`src/rtl/pipe_result_collector.sv`:
```
// rtl/pipe_result_collector.sv - captures pipelined results into a FWFT FIFO
//
// Purpose: tracks operand launches through a LATENCY-deep token pipe and,
// when a token reaches the tap, samples the circuit output res into a small
// first-word-fall-through FIFO. Results arriving while the FIFO is full
// (and not being drained that edge) are dropped and counted.
//
// Ports:
//   clk        clock, all state changes on the rising edge
//   rst_n      asynchronous active-low reset
//   in_valid   operand set launched into the pipelined circuit this cycle
//   res        pipelined circuit output
//   clr        synchronous clear of overflow / drop_cnt only
//   out_data   FIFO head entry (held while empty)
//   out_valid  out_data holds a captured result
//   out_ready  consumer accepts out_data
//   count      FIFO occupancy, 0..DEPTH
//   overflow   sticky: at least one result was dropped
//   drop_cnt   saturating count of dropped results
module pipe_result_collector #(
  parameter int WIDTH   = 4,
  parameter int LATENCY = 3,
  parameter int DEPTH   = 4
) (
  input  logic                       clk,
  input  logic                       rst_n,
  input  logic                       in_valid,
  input  logic [WIDTH-1:0]           res,
  input  logic                       clr,
  output logic [WIDTH-1:0]           out_data,
  output logic                       out_valid,
  input  logic                       out_ready,
  output logic [$clog2(DEPTH):0]     count,
  output logic                       overflow,
  output logic [7:0]                 drop_cnt
);

  localparam int AW = $clog2(DEPTH);
  localparam int CW = AW + 1;

  logic [LATENCY-1:0] tok_q, tok_d;
  logic [AW-1:0]      wr_ptr_q, wr_ptr_d;
  logic [AW-1:0]      rd_ptr_q, rd_ptr_d;
  logic [CW-1:0]      count_q, count_d;
  logic [CW-1:0]      cnt_after_pop;
  logic [WIDTH-1:0]   out_data_q, out_data_d;
  logic               overflow_q, overflow_d;
  logic [7:0]         drop_cnt_q, drop_cnt_d;
  logic [WIDTH-1:0]   mem_q [DEPTH];

  logic push, pop, full, push_ok, drop;

  // Token pipe: in_valid sampled at edge k sits in stage LATENCY-1 during
  // the cycle after edge k+LATENCY-1, so the push lands on edge k+LATENCY.
  generate
    if (LATENCY == 1) begin : g_tok1
      assign tok_d = in_valid;
    end else begin : g_tokn
      assign tok_d = {tok_q[LATENCY-2:0], in_valid};
    end
  endgenerate

  assign push    = tok_q[LATENCY-1];
  assign full    = (count_q == CW'(DEPTH));
  assign pop     = (count_q != '0) && out_ready;
  // A pop frees the slot the push needs, so full+push+pop is not a drop.
  assign push_ok = push && (!full || pop);
  assign drop    = push && full && !pop;

  always_comb begin
    wr_ptr_d      = wr_ptr_q;
    rd_ptr_d      = rd_ptr_q;
    count_d       = count_q;
    out_data_d    = out_data_q;
    overflow_d    = overflow_q;
    drop_cnt_d    = drop_cnt_q;
    cnt_after_pop = count_q - CW'(pop);

    if (push_ok) wr_ptr_d = wr_ptr_q + 1'b1;
    if (pop)     rd_ptr_d = rd_ptr_q + 1'b1;
    count_d = cnt_after_pop + CW'(push_ok);

    // out_data is registered: precompute next head so there is no
    // combinational path from res to the output. Empty holds last value.
    if (count_d != '0) begin
      if (cnt_after_pop == '0) begin
        out_data_d = res;
      end else begin
        out_data_d = mem_q[rd_ptr_d];
      end
    end

    // clr first, then a same-cycle drop overrides it.
    if (clr) begin
      overflow_d = 1'b0;
      drop_cnt_d = '0;
    end
    if (drop) begin
      overflow_d = 1'b1;
      if (drop_cnt_d != 8'hFF) drop_cnt_d = drop_cnt_d + 8'd1;
    end
  end

  always_ff @(posedge clk or negedge rst_n) begin
    if (!rst_n) begin
      tok_q      <= '0;
      wr_ptr_q   <= '0;
      rd_ptr_q   <= '0;
      count_q    <= '0;
      out_data_q <= '0;
      overflow_q <= 1'b0;
      drop_cnt_q <= '0;
    end else begin
      tok_q      <= tok_d;
      wr_ptr_q   <= wr_ptr_d;
      rd_ptr_q   <= rd_ptr_d;
      count_q    <= count_d;
      out_data_q <= out_data_d;
      overflow_q <= overflow_d;
      drop_cnt_q <= drop_cnt_d;
    end
  end

  // Storage needs no reset: push_ok is low whenever the token pipe is cleared.
  always_ff @(posedge clk) begin
    if (push_ok) mem_q[wr_ptr_q] <= res;
  end

  assign out_data  = out_data_q;
  assign out_valid = (count_q != '0);
  assign count     = count_q;
  assign overflow  = overflow_q;
  assign drop_cnt  = drop_cnt_q;

endmodule

```
`config.mk`:
```
export PLATFORM = sky130hd
export DESIGN_NAME = pipe_result_collector
export DESIGN_NICKNAME = d
export VERILOG_FILES = /design/src/rtl/pipe_result_collector.sv
export SDC_FILE = /design/constraint.sdc
export NUM_CORES = 1
export LEC_CHECK = 0
export ABC_AREA = 1
export CORE_AREA = 3 3 74 55
export DETAILED_ROUTE_END_ITERATION = 16
export DIE_AREA = 0 0 77 58
export HOLD_SLACK_MARGIN = 0.15
export PLACE_DENSITY = 0.93
export SLEW_MARGIN = 30
export SYNTH_ARGS = -nofsm -noshare
export SYNTH_HDL_FRONTEND = slang
export SYNTH_SLANG_ARGS = --single-unit
```
`constraint.sdc`:
```
create_clock -name clk -period 2.9 [get_ports clk]
set_input_delay 0.58 -clock clk [delete_from_list [all_inputs] [get_ports clk]]
set_output_delay 0.58 -clock clk [all_outputs]
set_load 0.01 [all_outputs]
```
==> flow_summary.json <==
{
  "outcome": "completed",
  "average_wire_length_per_cell_after_detail_routing_um": 12.6,
  "worstPathArrival_ps": 2650,
  "yosysMostFrequentCell": "inv_1",
  "cts_setup_buffers": 0,
  "finalSetupViolCount": 0,
  "slowest_delay_ps": 620,
  "critical_path_cell_count": 11,
  "worst_r2r_endpoint": "out_data[1]",
  "n_antenna_cell": 0,
  "gp_congestion": 0.829,
  "r2r-start": "count[1]",
  "global_route.usage.total_pct": 18.7,
  "r2r_setup_slack_ps": 720,
  "nNetsFinal": 267,
  "p_int_w": 0.00125,
  "netlist_cell_types": 23,
  "unrepaired_setup_endpoints_after_global_routing": "false",
  "actual_transition_at_the_worst_max_transition_pin_ps": 375,
  "total_switching_power_w": 0.000831,
  "p_seq_share_pct": 38.7,
  "ctsResizeCount": 0,
  "timing.final.crit_share_pct": 85.3,
  "maxSlewViolCount": 0,
  "leakage_nw": 1.20,
  "setup-tns-final_ps": 0,
  "crit_path_start_kind": "primary input",
  "hold_crit_depth": 0,
  "p_comb_share_pct": 44.0,
  "chipWidth_um": 77,
  "period_needed_ps": 2470,
  "htree_levels": 2,
  "via_count_of_the_first_global_routing_pass": 1466,
  "critical_path.top_delay_family": "simple AND/OR/NAND/NOR gates",
  "clk_pin_slew_worst_paths_ps": 80,
  "yosys.area.top_type": "dfrtp_1",
  "critical_path.max_fanout": 8,
  "port-buffer-count": 25,
  "synth_fp_nets": 234,
  "vias": 1484,
  "cts-hold-fix-buffers": 0,
  "switching_share_pct": 39.9,
  "floorplan.core_area_um2": 3450,
  "rows": 18,
  "finish.cell_count_without_fillers": 301,
  "synth-warning-count": 0,
  "antenna_left": 0,
  "die_height_um": 58,
  "syn-mean-instance-area_um2": 9.28,
  "final.hold.worst_slack_ps": 351,
  "clk_path_buf_depth": 2,
  "drc": 0,
  "multi_input_comb_area_um2": 778,
  "post_synth_inst_count": 217,
  "final.fill_count": 274,
  "dp_cells": 293,
  "initialDrtViolationCount": 65,
  "setup.worst_path.end": "out_data[1]",
  "clock_tree_from_tritoncts": "built",
  "yosys-top-cells-area": "dfrtp_1, edfxtp_1, inv_1, nand2_1, nand3_1",
  "grt_overflow_total": 0,
  "relSlewSlack_pct": 74.9,
  "syn_area_um2": 2010,
  "crit_required_ps": 3080,
  "fp.dieArea_um2": 4470,
  "number_of_synthesized_register_bits": 39,
  "wl_mm": 3.78,
  "worst_setup_path_end_kind": "flip-flop",
  "hold_path_class": "flip-flop to flip-flop",
  "initial_utilization_pct": 58.5,
  "grt_pass1_wl_mm": 6.41,
  "sequential_cell_area_um2": 1060,
  "io-pin-count": 26,
  "async_reset_ff_share_pct": 59.0,
  "antenna_found_initial": 0,
  "crit_path_top_delay_cell": "clkdlybuf4s50_1",
  "timing_hold_violations_final": 0,
  "timing.clock.skew_ps": 3.68,
  "number_of_cells_traversed_by_the_worst_register_to_register_path": 12,
  "power_density_nw_per_um2": 858,
  "max_clock_freq_mhz": 404,
  "power.ir.vdd_worst_v": 0.000374,
  "synth_enable_flop_cells": 16,
  "firstDrtPassIters": 4,
  "clockPowerShare_pct": 17.3,
  "synth_flop_cell": "dfrtp_1",
  "viasPerCell": 4.93,
  "timing.critical_path.cells": "clkdlybuf4s50_1 -> inv_2 -> nand3_2 -> inv_1 -> nor2_2 -> ha_1 -> ha_1 -> nor3_4 -> nor2_1 -> nand2_1 -> nand2_1",
  "clkLatencyLatePin_ps": 290,
  "clock-root-buffer": "clkbuf_8",
  "seq_area_frac_synth_pct": 52.4,
  "area_share_of_the_leading_cell_type_in_the_synthesized_netlist_pct": 28.6,
  "dp.final_hpwl_mm": 2.88,
  "drive_above_1_share_pct": 14.7,
  "worst-path-buf-inv": 3,
  "cap_violations": 0,
  "cts_num_sinks": 39,
  "netlist_top_cells_count": "inv_1, nand2_1, nand3_1",
  "crit_start": "out_ready",
  "areaGrowthSynthToFinish_pct": 20.3,
  "grt_start_max_net_pins": 24,
  "criticalPathCategory": "primary input to flip-flop",
  "cts-buffers-inserted": 5
}
[worst reg2reg max path, cell delays in order (launching register included)]
cell	delay (ps)
dfrtp_1	430
nor2_4	160
nand2_4	90
nand3_1	130
inv_1	60
ha_1	260
inv_1	50
ha_1	220
xor2_2	200
nor3_4	260
nor2_1	80
nand2_1	80
nand2_1	60
[power groups by stage]
stage          Sequential [W]  Clock, W  Combinational (W)
2_1_floorplan        0.000828         0           0.000607
3_3_place_gp         0.000813         0           0.000866
3_5_place_dp         0.000817         0           0.000918
4_1_cts              0.000807  0.000372           0.000922
5_1_grt              0.000820  0.000389            0.00103
6_report             0.000805  0.000360           0.000915
[stage by stage]
step / util (%) / setup slack, ps / instance area (um^2) / total power [W]
global route: 70.3 / 292 / 2420 / 0.00224
CTS: 70.3 / 432 / 2420 / 0.00210
detailed placement: 67.8 / 126 / 2330 / 0.00173
floorplan: - / 852 / 2010 / 0.00144
finish: 70.3 / 427 / 2420 / 0.00208
global placement: 67.8 / 202 / 2330 / 0.00168
[cell usage in the layout (no fill, tap or decap), types with 2 or more instances in the layout]
master	n
nand2_2	6
clkbuf_8	5
dfrtp_1	23
inv_1	43
nand3_1	28
nand2_4	4
clkinvlp_4	2
nor2_1	18
nor2_2	3
o21ai_0	3
edfxtp_1	16
inv_2	5
nand2_1	42
clkdlybuf4s50_1	25
xor2_1	4
nor2_4	2
ha_1	8
nand3_2	3
xnor2_1	2
[state kept, by name (all words and copies together) (netlist names)]
| register | cells |
|---|---|
| mem_q | 16 |
| drop_cnt | 8 |
| out_data | 4 |
| count | 3 |
| tok_q | 3 |
| rd_ptr_q | 2 |
| wr_ptr_q | 2 |
| overflow | 1 |
[how the worst min path moves through the flow]
stage / to / startpoint / slack [ps]
floorplan: count[0] / rst_n / 280
detailed placement: tok_q[1] / tok_q[0] / 340
CTS: tok_q[1] / tok_q[0] / 350
finish: tok_q[1] / tok_q[0] / 350
global placement: tok_q[2] / tok_q[1] / 330
global route: tok_q[1] / tok_q[0] / 360
[kinds of logic after synthesis]
group                      share of synthesized area (%)
buffers and inverters                               8.94
and+or+nand+nor                                     29.5
adders and majority gates                           4.97
xor gates and xnor gates                            3.42
AOI/OAI and AO/OA                                  0.745
DFF                                                 52.4
[layer usage]
layer / wire [um] / share of wire (%) / global-route usage, % / vias up
met3: 200 / 5.3 / 6.21 / 7
met1: 1640 / 43 / 21.6 / 695
met2: 1880 / 50 / 33.4 / 48
met5: 0 / 0 / 0 / -
met4: 54 / 1.4 / 6.35 / 0
li1: - / - / - / 734
[final cells by class]
class / count / area share, %
clock buffers: 5 / 2.84
clock inverters: 3 / 0.826
inverters: 48 / 7.43
multi-input cells: 130 / 32.1
flip-flops and latches: 39 / 43.6
well taps: 50 / 2.58
repair buffers: 26 / 10.6
No activity file was read; power rests on OpenSTA's default activity.
